File: src/rtl/dram_if_pkg.sv
// Shared types and helpers for the cache-side DRAM miss/writeback path.
package dram_if_pkg;

  typedef enum logic [2:0] {
    IDLE,
    WB,
    RD,
    CAP,
    RESP
  } miss_state_t;

  localparam logic LSU_LW = 1'b0;
  localparam logic LSU_SW = 1'b1;

  // Packs {valid=1, tag, data} LSB-aligned; the caller truncates to TAG+DATA+1 bits.
  function automatic logic [127:0] pack_wdata(input logic [63:0] tag,
                                              input logic [63:0] data,
                                              input int          tag_w,
                                              input int          data_w);
    return (128'(1) << (tag_w + data_w)) | (128'(tag) << data_w) | 128'(data);
  endfunction

endpackage

File: src/rtl/sat_counter.sv
// Event counter that sticks at all-ones instead of wrapping.
module sat_counter #(
  parameter int W = 16
) (
  input  logic         clk,
  input  logic         rst,
  input  logic         i_inc,
  output logic [W-1:0] o_count
);

  logic [W-1:0] r_count;

  always_ff @(posedge clk or negedge rst) begin
    if (!rst) begin
      r_count <= '0;
    end else if (i_inc && (r_count != '1)) begin
      r_count <= r_count + W'(1);
    end
  end

  assign o_count = r_count;

endmodule

File: src/rtl/dram_miss_handler.sv
// Single-outstanding miss handler: optional victim writeback, then one read
// whose registered result is returned to the cache with a valid/ready fill.
module dram_miss_handler
  import dram_if_pkg::*;
#(
  parameter int TAG   = 20,
  parameter int DATA  = 32,
  parameter int CNT_W = 16
) (
  input  logic                clk,
  input  logic                rst,
  input  logic                miss_valid,
  output logic                miss_ready,
  input  logic [31:0]         miss_addr,
  input  logic                victim_dirty,
  input  logic [31:0]         victim_addr,
  input  logic [TAG-1:0]      victim_tag,
  input  logic [DATA-1:0]     victim_data,
  output logic                fill_valid,
  input  logic                fill_ready,
  output logic [31:0]         fill_addr,
  output logic [DATA-1:0]     fill_data,
  output logic [31:0]         address,
  output logic                lsu_operator,
  output logic                mem_req,
  output logic [TAG+DATA:0]   write_data_int,
  input  logic                mem_ready,
  input  logic [DATA-1:0]     dram_data_out,
  output logic [CNT_W-1:0]    miss_count,
  output logic [CNT_W-1:0]    wb_count
);

  localparam int WD_W = TAG + DATA + 1;

  miss_state_t     r_state;
  miss_state_t     w_state_next;
  logic [31:0]     r_miss_addr;
  logic [31:0]     r_victim_addr;
  logic            r_victim_dirty;
  logic [TAG-1:0]  r_victim_tag;
  logic [DATA-1:0] r_victim_data;
  logic [DATA-1:0] r_fill_data;
  logic [WD_W-1:0] w_wdata;
  logic            w_accept;
  logic            w_wb_done;

  assign w_accept  = (r_state == IDLE) && miss_valid;
  assign w_wb_done = (r_state == WB) && r_victim_dirty && mem_ready;
  assign w_wdata   = WD_W'(pack_wdata(64'(r_victim_tag), 64'(r_victim_data), TAG, DATA));

  always_ff @(posedge clk or negedge rst) begin
    if (!rst) begin
      r_state <= IDLE;
    end else begin
      r_state <= w_state_next;
    end
  end

  // DRAM-side outputs depend only on state and latched copies, never on miss_* inputs.
  always_comb begin
    w_state_next   = r_state;
    miss_ready     = 1'b0;
    fill_valid     = 1'b0;
    mem_req        = 1'b0;
    lsu_operator   = LSU_LW;
    address        = '0;
    write_data_int = '0;
    case (r_state)
      IDLE: begin
        miss_ready = 1'b1;
        if (miss_valid) begin
          w_state_next = victim_dirty ? WB : RD;
        end
      end
      WB: begin
        mem_req        = 1'b1;
        lsu_operator   = LSU_SW;
        address        = r_victim_addr;
        write_data_int = w_wdata;
        if (mem_ready) begin
          w_state_next = RD;
        end
      end
      RD: begin
        mem_req = 1'b1;
        address = r_miss_addr;
        if (mem_ready) begin
          w_state_next = CAP;
        end
      end
      CAP: begin
        w_state_next = RESP;
      end
      RESP: begin
        fill_valid = 1'b1;
        if (fill_ready) begin
          w_state_next = IDLE;
        end
      end
      default: begin
        w_state_next = IDLE;
      end
    endcase
  end

  always_ff @(posedge clk or negedge rst) begin
    if (!rst) begin
      r_miss_addr    <= '0;
      r_victim_addr  <= '0;
      r_victim_dirty <= 1'b0;
      r_victim_tag   <= '0;
      r_victim_data  <= '0;
      r_fill_data    <= '0;
    end else begin
      if (w_accept) begin
        r_miss_addr    <= miss_addr;
        r_victim_addr  <= victim_addr;
        r_victim_dirty <= victim_dirty;
        r_victim_tag   <= victim_tag;
        r_victim_data  <= victim_data;
      end
      // DRAM read data is valid exactly one cycle after the accepted read.
      if (r_state == CAP) begin
        r_fill_data <= dram_data_out;
      end
    end
  end

  assign fill_addr = r_miss_addr;
  assign fill_data = r_fill_data;

  sat_counter #(.W(CNT_W)) u_miss_cnt (
    .clk     (clk),
    .rst     (rst),
    .i_inc   (w_accept),
    .o_count (miss_count)
  );

  sat_counter #(.W(CNT_W)) u_wb_cnt (
    .clk     (clk),
    .rst     (rst),
    .i_inc   (w_wb_done),
    .o_count (wb_count)
  );

endmodule
File: config.mk
export PLATFORM = sky130hd
export DESIGN_NAME = dram_miss_handler
export DESIGN_NICKNAME = d
export VERILOG_FILES = /design/src/rtl/dram_if_pkg.sv /design/src/rtl/sat_counter.sv /design/src/rtl/dram_miss_handler.sv
export SDC_FILE = /design/constraint.sdc
export NUM_CORES = 1
export LEC_CHECK = 0
export ABC_AREA = 1
export BUFFER_PORTS_ARGS = -buffer_cell sky130_fd_sc_hd__clkbuf_2
export CAP_MARGIN = 15
export CORE_MARGIN = 2
export CORE_UTILIZATION = 48
export DETAILED_ROUTE_END_ITERATION = 16
export PLACE_DENSITY_LB_ADDON = 0.25
export SETUP_SLACK_MARGIN = 0.05
export SYNTH_ARGS = -nofsm -noshare
export SYNTH_HDL_FRONTEND = slang
export SYNTH_SLANG_ARGS = --single-unit
export TNS_END_PERCENT = 1
File: constraint.sdc
create_clock -name clk -period 2.9 [get_ports clk]
set_input_delay 0.58 -clock clk [delete_from_list [all_inputs] [get_ports clk]]
set_output_delay 0.58 -clock clk [all_outputs]
set_load 0.01 [all_outputs]
==> results.md <==
- Status: completed
- Die ar.: 18700 sq um
- Final hold vios: 0
- Syn Nets: 1147
- Post-CTS Setup Bufs: 0
- Seq cells post-synth: 184
- Yosys warns: 0
- Most frequent CP cell: inv_1
- Most frequent cells in the layout: nand2_1 (382), clkbuf_2 (337), dfrtp_1 (184)
- Vias per std cell: 5.01
- Post-Syn Instances: 991
- CTS tree: yes
- Leakage: 5.88 nW
- Core Rows: 48
- Cell Area, Synth: 8450 sq um
- First-pass DRT Iterations: 5
- Fmax: 0.392 GHz
- Aggregate routed wire length: 23600 microns
- ANT nets after route: 0
- Die Y-Extent: 137 microns
- Crit share post-route: 88.1%
- Largest net degree at the start of global routing: 67
- Critical path type: reg2out
- Final Max Slew Viols: 0
- CP delay by family, top: buffers and inverters
- Sequential area share after synthesis: 54.5%
- Final clock skew: 7.87 ps
- # IOs: 339
- Largest stage delay, worst path: 400 ps
- R2r worst-path depth: 9
- First-pass GRT wire length: 36900 microns
- TritonCTS Buffers: 17
- Data arrival time of the worst path: 1970 ps
- CTS Root Cell: clkbuf_16
- Clk sink count: 184
- Max-slew headroom: 53.7%
- Drt wl/cell: 15.3 microns
- Max cap viols: 0
- Total GRT Usage: 25.6%
- Cell taking the most area after synthesis: dfrtp_1
- Final WS setup: 346 ps
- Crit Path Max Fanout: 27
- Hpwl dp: 17500 microns
- Pwr dens: 1070 nW/um^2
- Hold Crit Class: in2async
- Hold-fix buffers at CTS: 0
- Clock buffer depth: 2
- Overflow after GRT: 0
- Share of cells above drive strength 1: 32.2%
- Fin nets: 1468
- Buf+Inv Stages, Crit Path: 4
- Core region area: 17200 sq um
- Clock transition at path regs: 70 ps
- Most common cell after layout, fill and taps aside: nand2_1
- Total power: 0.0117 W
- Die width: 137 microns
- Reg2reg setup slack: 720 ps
- Place WS: 721 ps
- Critical Path End Type: output port
- Type of origin of the critical path: flip-flop
- H-Tree Level Count: 4
- Post-layout min period: 2550 ps
- Area grow syn2layout: 28.9%
- WP depth: 6
- Setup TNS: 0 ps
- RSZ-0062 raised after global routing: no
- Initial antenna violation count: 0
- Mean Syn Cell Area: 8.53 sq um
- Vias in the first global route: 7429
- Distinct cell type count after synthesis: 26
- Crit-path slowest cell: dfrtp_1
- Critical Path RT: 2320 ps
- Area fraction of the dominant cell type after synthesis: 54.5%
- Clk_lat worst skew: 420 ps
- Vias: 7755
- Slew @ Worst Pin: 695 ps
- DR iter-0 viols: 358
- GPL Wtd Cong: 0.871
- Area contributors post-synth: dfrtp_1 (54%), nand2_1 (17%), mux2_2 (4.3%)
- Remaining routing DRC violations: 0
- Post-cts sizing count: 0
- # setup viols final: 0
- CP Cell Sequence: inv_1 -> nand3_2 -> inv_1 -> buf_4 -> a32o_1 -> clkbuf_2
- Peak VDD IR: 0.000537 V
- I/O Buffers: 338
- Ant. Diodes: 0
- Starting Density: 49.0%
==> Yosys cell counts <==
| cell | n |
|---|---|
| a21oi_1 | 1 |
| a32o_1 | 32 |
| buf_1 | 1 |
| buf_2 | 19 |
| buf_4 | 18 |
| buf_6 | 1 |
| clkbuf_1 | 10 |
| dfrtp_1 | 184 |
| ha_1 | 2 |
| inv_1 | 87 |
| inv_2 | 4 |
| mux2_2 | 32 |
| nand2_1 | 382 |
| nand3_1 | 24 |
| nand3_2 | 2 |
| nand3_4 | 1 |
| nand3b_1 | 1 |
| nand4_1 | 12 |
| nor2_1 | 88 |
| nor2_2 | 2 |
| nor2_4 | 3 |
| nor3_1 | 1 |
| o21ai_0 | 15 |
| o21ai_1 | 59 |
| xnor2_1 | 3 |
| xor2_1 | 7 |
==> kinds of logic (layout without fill, tap and decap cells) <==
kind of cell	count (synthesis)	count (layout)	synth area share [%]
muxes	32	32	4.26
AOI/OAI and AO/OA	107	107	8.23
xor gates and xnor gates	10	10	1.04
adders and majority gates	2	2	0.296
DFF	184	184	54.5
buffers and inverters	140	473	7.39
and+or+nand+nor	516	516	24.3
==> state kept, by name (all words and copies together), names as in the netlist <==
name and cells:
fill_addr 32, fill_data 32, r_state 3, r_victim_addr 32, r_victim_data 32, r_victim_dirty 1
r_victim_tag 20, u_miss_cnt.o_count 16, u_wb_cnt.o_count 16
==> metal layers <==
metal / GRT usage, % / routed length (microns)
met3: 6.67 / 1750
met2: 42.4 / 11700
met1: 31.9 / 9560
met4: 10.5 / 677
met5: 0 / 0
==> final timing paths <==
path                             startpoint               endpoint
setup / recovery                 r_state[2]            address[18]
hold / removal                          rst  u_miss_cnt.o_count[7]
setup reg to reg                 r_state[2]    u_wb_cnt.o_count[1]
hold reg to reg            r_victim_addr[6]       r_victim_addr[6]
max in group asynchronous               rst          fill_data[21]
min in group clk              miss_addr[22]          fill_addr[22]
==> final cells by class <==
class,instances,area [sq um]
Fill cell,1540,6340
Sequential cell,184,4600
Multi-Input combinational cell,667,3230
Timing Repair Buffer,351,1840
Clock buffer,20,457
Inverter,91,344
Tap cell,225,282
Clock inverter,11,146
==> worst reg2reg max path, cell delays in order, from the launching register on <==
cell     delay, ps
dfrtp_1        400
inv_1          130
nand3_2        100
buf_4          300
nor2_2         220
inv_2           60
nor2_4         420
inv_1          270
nand2_1        110
nand2_1         60
==> metrics by stage <==
step	hold WS (ps)	cells	area, sq um	util [%]
floorplan	284	991	8450	-
global placement	465	1518	10300	59.7
detailed placement	470	1518	10300	59.7
CTS	131	1549	10900	63.2
global route	138	1549	10900	63.2
finish	115	1549	10900	63.2
==> power by group <==
| group | internal (W) | total (W) | switching, W |
|---|---|---|---|
| clock | 0.00140 | 0.00237 | 0.000974 |
| sequential | 0.00373 | 0.00454 | 0.000803 |
| combinational | 0.00190 | 0.00479 | 0.00290 |
| total | 0.00703 | 0.0117 | 0.00467 |
No activity file was read; power rests on OpenSTA's default activity.
